`config.mk`:
```
export PLATFORM = sky130hd
export DESIGN_NAME = adder_operand_loader
export DESIGN_NICKNAME = d
export VERILOG_FILES = /design/src/rtl/adder_operand_loader.sv
export SDC_FILE = /design/constraint.sdc
export NUM_CORES = 1
export LEC_CHECK = 0
export CORE_MARGIN = 2
export CORE_UTILIZATION = 41
export CTS_CLUSTER_DIAMETER = 200
export CTS_CLUSTER_SIZE = 25
export DETAILED_ROUTE_END_ITERATION = 6
export MAX_ROUTING_LAYER = met4
export PLACE_DENSITY_LB_ADDON = 0.05
export RECOVER_POWER = 25
export SLEW_MARGIN = 30
export SYNTH_ARGS = -nofsm -noshare
export SYNTH_HDL_FRONTEND = slang
export SYNTH_SLANG_ARGS = --single-unit
```
`constraint.sdc`:
```
create_clock -name clk -period 6.4 [get_ports clk]
set_input_delay 0.96 -clock clk [delete_from_list [all_inputs] [get_ports clk]]
set_output_delay 0.96 -clock clk [all_outputs]
set_load 0.01 [all_outputs]
```
`src/rtl/adder_operand_loader.sv`:
```
// adder_operand_loader: byte-serial operand front end and result register for
// the 64-bit carry-lookahead adder. Assembles A, B (LSB byte first) and carry-in,
// holds them on the adder inputs, then registers sum/carry for a valid/ready
// result handshake.
// Optional feature: define LOADER_OVF_EN to register two's-complement signed
// overflow on res_ovf; otherwise res_ovf is tied to 0.
module adder_operand_loader #(
   parameter int DATA_W = 64,
   parameter int IN_W   = 8
) (
   input  logic              clk,
   input  logic              rst,
   input  logic [IN_W-1:0]   in_data,
   input  logic              in_valid,
   output logic              in_ready,
   input  logic              in_cin,
   output logic [DATA_W-1:0] a,
   output logic [DATA_W-1:0] b,
   output logic              c_in,
   input  logic [DATA_W-1:0] sum,
   input  logic              c_out,
   output logic [DATA_W-1:0] res_sum,
   output logic              res_carry,
   output logic              res_ovf,
   output logic              res_valid,
   input  logic              res_ready
);

   localparam int NB = DATA_W / IN_W;
   localparam int CW = (NB > 1) ? $clog2(NB) : 1;

   typedef enum logic [1:0] {LOAD_A, LOAD_B, ADD, HOLD} state_t;

   state_t            state_q, state_d;
   logic [CW-1:0]     cnt_q, cnt_d;
   logic [DATA_W-1:0] a_q, a_d, b_q, b_d;
   logic              c_in_q, c_in_d;
   logic [DATA_W-1:0] res_sum_q, res_sum_d;
   logic              res_carry_q, res_carry_d;
   logic              last_byte;

   assign last_byte = (cnt_q == CW'(NB - 1));

   // Next-state: byte assembly, result capture in ADD, release on handshake
   always_comb begin
      state_d     = state_q;
      cnt_d       = cnt_q;
      a_d         = a_q;
      b_d         = b_q;
      c_in_d      = c_in_q;
      res_sum_d   = res_sum_q;
      res_carry_d = res_carry_q;
      case (state_q)
         LOAD_A: if (in_valid) begin
            for (int i = 0; i < NB; i++)
               if (cnt_q == CW'(i)) a_d[i*IN_W +: IN_W] = in_data;
            if (last_byte) begin
               cnt_d   = '0;
               state_d = LOAD_B;
            end else begin
               cnt_d = cnt_q + 1'b1;
            end
         end
         LOAD_B: if (in_valid) begin
            for (int i = 0; i < NB; i++)
               if (cnt_q == CW'(i)) b_d[i*IN_W +: IN_W] = in_data;
            if (last_byte) begin
               cnt_d   = '0;
               c_in_d  = in_cin;
               state_d = ADD;
            end else begin
               cnt_d = cnt_q + 1'b1;
            end
         end
         ADD: begin
            // operands have been stable for a full cycle; adder output is settled
            res_sum_d   = sum;
            res_carry_d = c_out;
            state_d     = HOLD;
         end
         default: if (res_ready) state_d = LOAD_A;
      endcase
   end

   // State and datapath registers; reset discards partial operands and results
   always_ff @(posedge clk or posedge rst) begin
      if (rst) begin
         state_q     <= LOAD_A;
         cnt_q       <= '0;
         a_q         <= '0;
         b_q         <= '0;
         c_in_q      <= 1'b0;
         res_sum_q   <= '0;
         res_carry_q <= 1'b0;
      end else begin
         state_q     <= state_d;
         cnt_q       <= cnt_d;
         a_q         <= a_d;
         b_q         <= b_d;
         c_in_q      <= c_in_d;
         res_sum_q   <= res_sum_d;
         res_carry_q <= res_carry_d;
      end
   end

`ifdef LOADER_OVF_EN
   logic res_ovf_q, res_ovf_d;

   // Signed overflow: same-sign operands producing an opposite-sign sum
   always_comb begin
      res_ovf_d = res_ovf_q;
      if (state_q == ADD)
         res_ovf_d = (a_q[DATA_W-1] == b_q[DATA_W-1]) && (sum[DATA_W-1] != a_q[DATA_W-1]);
   end

   // Overflow flag register, captured alongside res_sum
   always_ff @(posedge clk or posedge rst) begin
      if (rst) res_ovf_q <= 1'b0;
      else     res_ovf_q <= res_ovf_d;
   end

   assign res_ovf = res_ovf_q;
`else
   assign res_ovf = 1'b0;
`endif

   // Handshake outputs decode from state only: no path from in_valid/res_ready
   assign in_ready  = (state_q == LOAD_A) || (state_q == LOAD_B);
   assign res_valid = (state_q == HOLD);

   assign a         = a_q;
   assign b         = b_q;
   assign c_in      = c_in_q;
   assign res_sum   = res_sum_q;
   assign res_carry = res_carry_q;

endmodule
```
==> run metrics <==
status finished with violations; failing checks capacitance limit, slew limit; number of CTS-inserted buffers 17; syn_area_per_cell 16.5 um2; final worst path period share 60.1%; CP Capture Type asynchronous set/reset pin; Die Ht 142 um; Hold Crit Class flip-flop to flip-flop; CP arrival 4.33 ns; # diodes 0; post-synthesis sequential area ratio 64.2%; # IOs 275; final hold vios 0; Min Clock Period, post-route 3.85 ns; clk_lat worst skew 0.43 ns; H-tree depth 4; clock root buffer clkbuf_16; DR iter-0 viols 184; Post-Route WL 19.1 mm; routability congestion estimate 0.753; Seq pwr share 37.4%; post-layout util 60.5%; Worst-Margin Slew 2.96 ns; initial antenna violation count 0; Hold Buf Count CTS 0; Worst Setup Start Kind primary input; NumNets Final 833; std cell rows 50; DP HPWL 13.7 mm; CTS Buffer Depth 2; core box area 18600 um2; Synth-to-Final Area Change 45.4%; number of global-route vias before repair 5154; Tot GR Track Use 20.1%; Yosys reg bits 199; largest net degree at the start of global routing 144; RSZ-0062 raised after global routing false; dpl cells 958; CP max FO 143; Cell Count, Final, Fillers Out 989; Detail Route Antenna Nets 0; PortBufs 273; Crit Path Class primary input to asynchronous set/reset pin; Pint 0.00404 W; Max Clock Skew 0.0102 ns; Vias/cell 4.94; Initial Utilization 41.6%; fmax 260 MHz; sw frac 30.2%; grt total ovfl 0; total number of vias 4882; PostCTS Resize Cnt 0; CP max stage delay 1.78 ns; Mapped Nets 560; peak supply drop 0.238 mV; logic gate share of total power 44.3%; post-CTS setup buffers 0; Syn. warnings 0; first-pass GRT wire length 29.4 mm; Worst Path Buf+Inv 3; iteration count of the initial detailed-routing pass 4; crit-path cells dlygate4sd3_1 -> clkinvlp_4 -> buf_4; switching component of the power 0.00175 W; # clock sinks 199; clk slew on worst S/H paths 0.06 ns; clock share of power 18.4%; Avg WL per Cell 19.4 um; max cap viols 1; Min Hold Slack 0.506 ns; final max-slew violation count 144; PwrDens 513 nW/um2; Setup Viol. Count Final 0; CP delay by family, top buffers and inverters; WP data required 6.88 ns; die width 142 um; setup TNS 0 ns; synthesized area 7760 um2; Reg2Reg Setup Slack 3.83 ns; share of post-route cells with drive strength above 1 32.5%; Die ar. 20000 um2; Gate Count Post-Synth 470; DRC 0; CTS tree done; crit path max-delay cell type clkinvlp_4; LEAKAGE 4.93 nW; Distinct cells, synth 26; relative slew slack -97.3%
==> logic make-up after synthesis <==
family,count (synthesis),synth area share (%)
AOI/OAI and AO/OA,9,0.774
adders and majority gates,12,1.94
buffers and inverters,27,1.77
DFF,199,64.2
muxes,195,28.3
other,1,0.0483
and+or+nand+nor,27,2.98
==> synthesized netlist by cell type <==
library cell	number	area, um2
nand2_2	8	50.1
buf_2	8	40.0
clkbuf_1	8	30.0
nand2_1	1	3.75
buf_4	3	22.5
o21ai_0	2	10.0
a21o_1	1	7.51
nand4_2	4	50.1
conb_1	1	3.75
or3_1	1	6.26
a22o_1	1	8.76
nand3_4	4	70.1
dfrtp_1	199	4980
or2_2	1	6.26
a31oi_1	1	6.26
a21oi_1	1	5.00
nor3_1	2	10.0
mux2_2	195	2200
inv_1	6	22.5
nor2_1	1	3.75
o21bai_1	2	15.0
nor2b_1	2	12.5
ha_1	12	150
buf_6	2	22.5
and2_1	3	18.8
o211ai_1	1	7.51
==> routing by layer <==
layer,wire length [um],part of all wire (%),track usage (%),vias up
met5,0,0,-,-
met4,285,1.5,6.21,0
met3,1250,6.5,5.91,20
met2,9500,50,33.0,152
met1,8100,42,24.3,2504
li1,-,-,-,2206
==> through the flow <==
stage | setup WS [ns] | total power (W) | area [um2]
6_report | 2.55 | 0.00578 | 11300
3_3_place_gp | 3.44 | 0.00470 | 10700
4_1_cts | 3.31 | 0.00587 | 11300
2_1_floorplan | 0.0143 | 0.00332 | 7760
5_1_grt | 1.95 | 0.00611 | 11300
3_5_place_dp | 3.37 | 0.00478 | 10700
==> final timing paths <==
path / depth (start not counted) / endpoint / startpoint
max: 3 / res_sum[44]$_DFFE_PP0P_ / rst
min: 1 / res_sum[10]$_DFFE_PP0P_ / res_sum[10]$_DFFE_PP0P_
max reg2reg: 4 / res_sum[32]$_DFFE_PP0P_ / state_q[0]$_DFFE_PP0P_
min reg2reg: 1 / res_sum[10]$_DFFE_PP0P_ / res_sum[10]$_DFFE_PP0P_
max in group clk: 4 / in_ready / state_q[0]$_DFFE_PP0P_
min in group asynchronous: 2 / res_sum[38]$_DFFE_PP0P_ / rst
==> cells in the final DEF, fill, tap and decap left out, types with 3 or more instances in the layout <==
master and count:
clkdlybuf4s50_1 272, dfrtp_1 199, mux2_2 195, clkbuf_16 17, ha_1 12, nand2_2 8
inv_1 5, nand3_4 4, nand4_2 4, clkinv_4 4, and2_1 3, clkbuf_8 3
==> flip-flops by register name (all words and copies together), names as in the netlist <==
register   flops
c_in           1
state_q        2
cnt_q          3
b             64
a             64
res_sum       64
res_carry      1
==> power groups by stage <==
stage	Combinational [W]	Clock, W	Sequential (W)
2_1_floorplan	0.000907	0	0.00241
3_3_place_gp	0.00254	0	0.00216
3_5_place_dp	0.00260	0	0.00219
4_1_cts	0.00260	0.00109	0.00217
5_1_grt	0.00272	0.00115	0.00224
6_report	0.00256	0.00106	0.00216
==> cell type report <==
cell class | count | area, um2
Sequential cell | 199 | 4980
Tap cell | 234 | 293
Clock inverter | 10 | 121
Multi-Input combinational cell | 244 | 2640
Timing Repair Buffer | 275 | 2750
Inverter | 6 | 26.3
Fill cell | 1411 | 7360
Clock buffer | 21 | 470
Note: power is estimated with default switching activity, not from simulation.
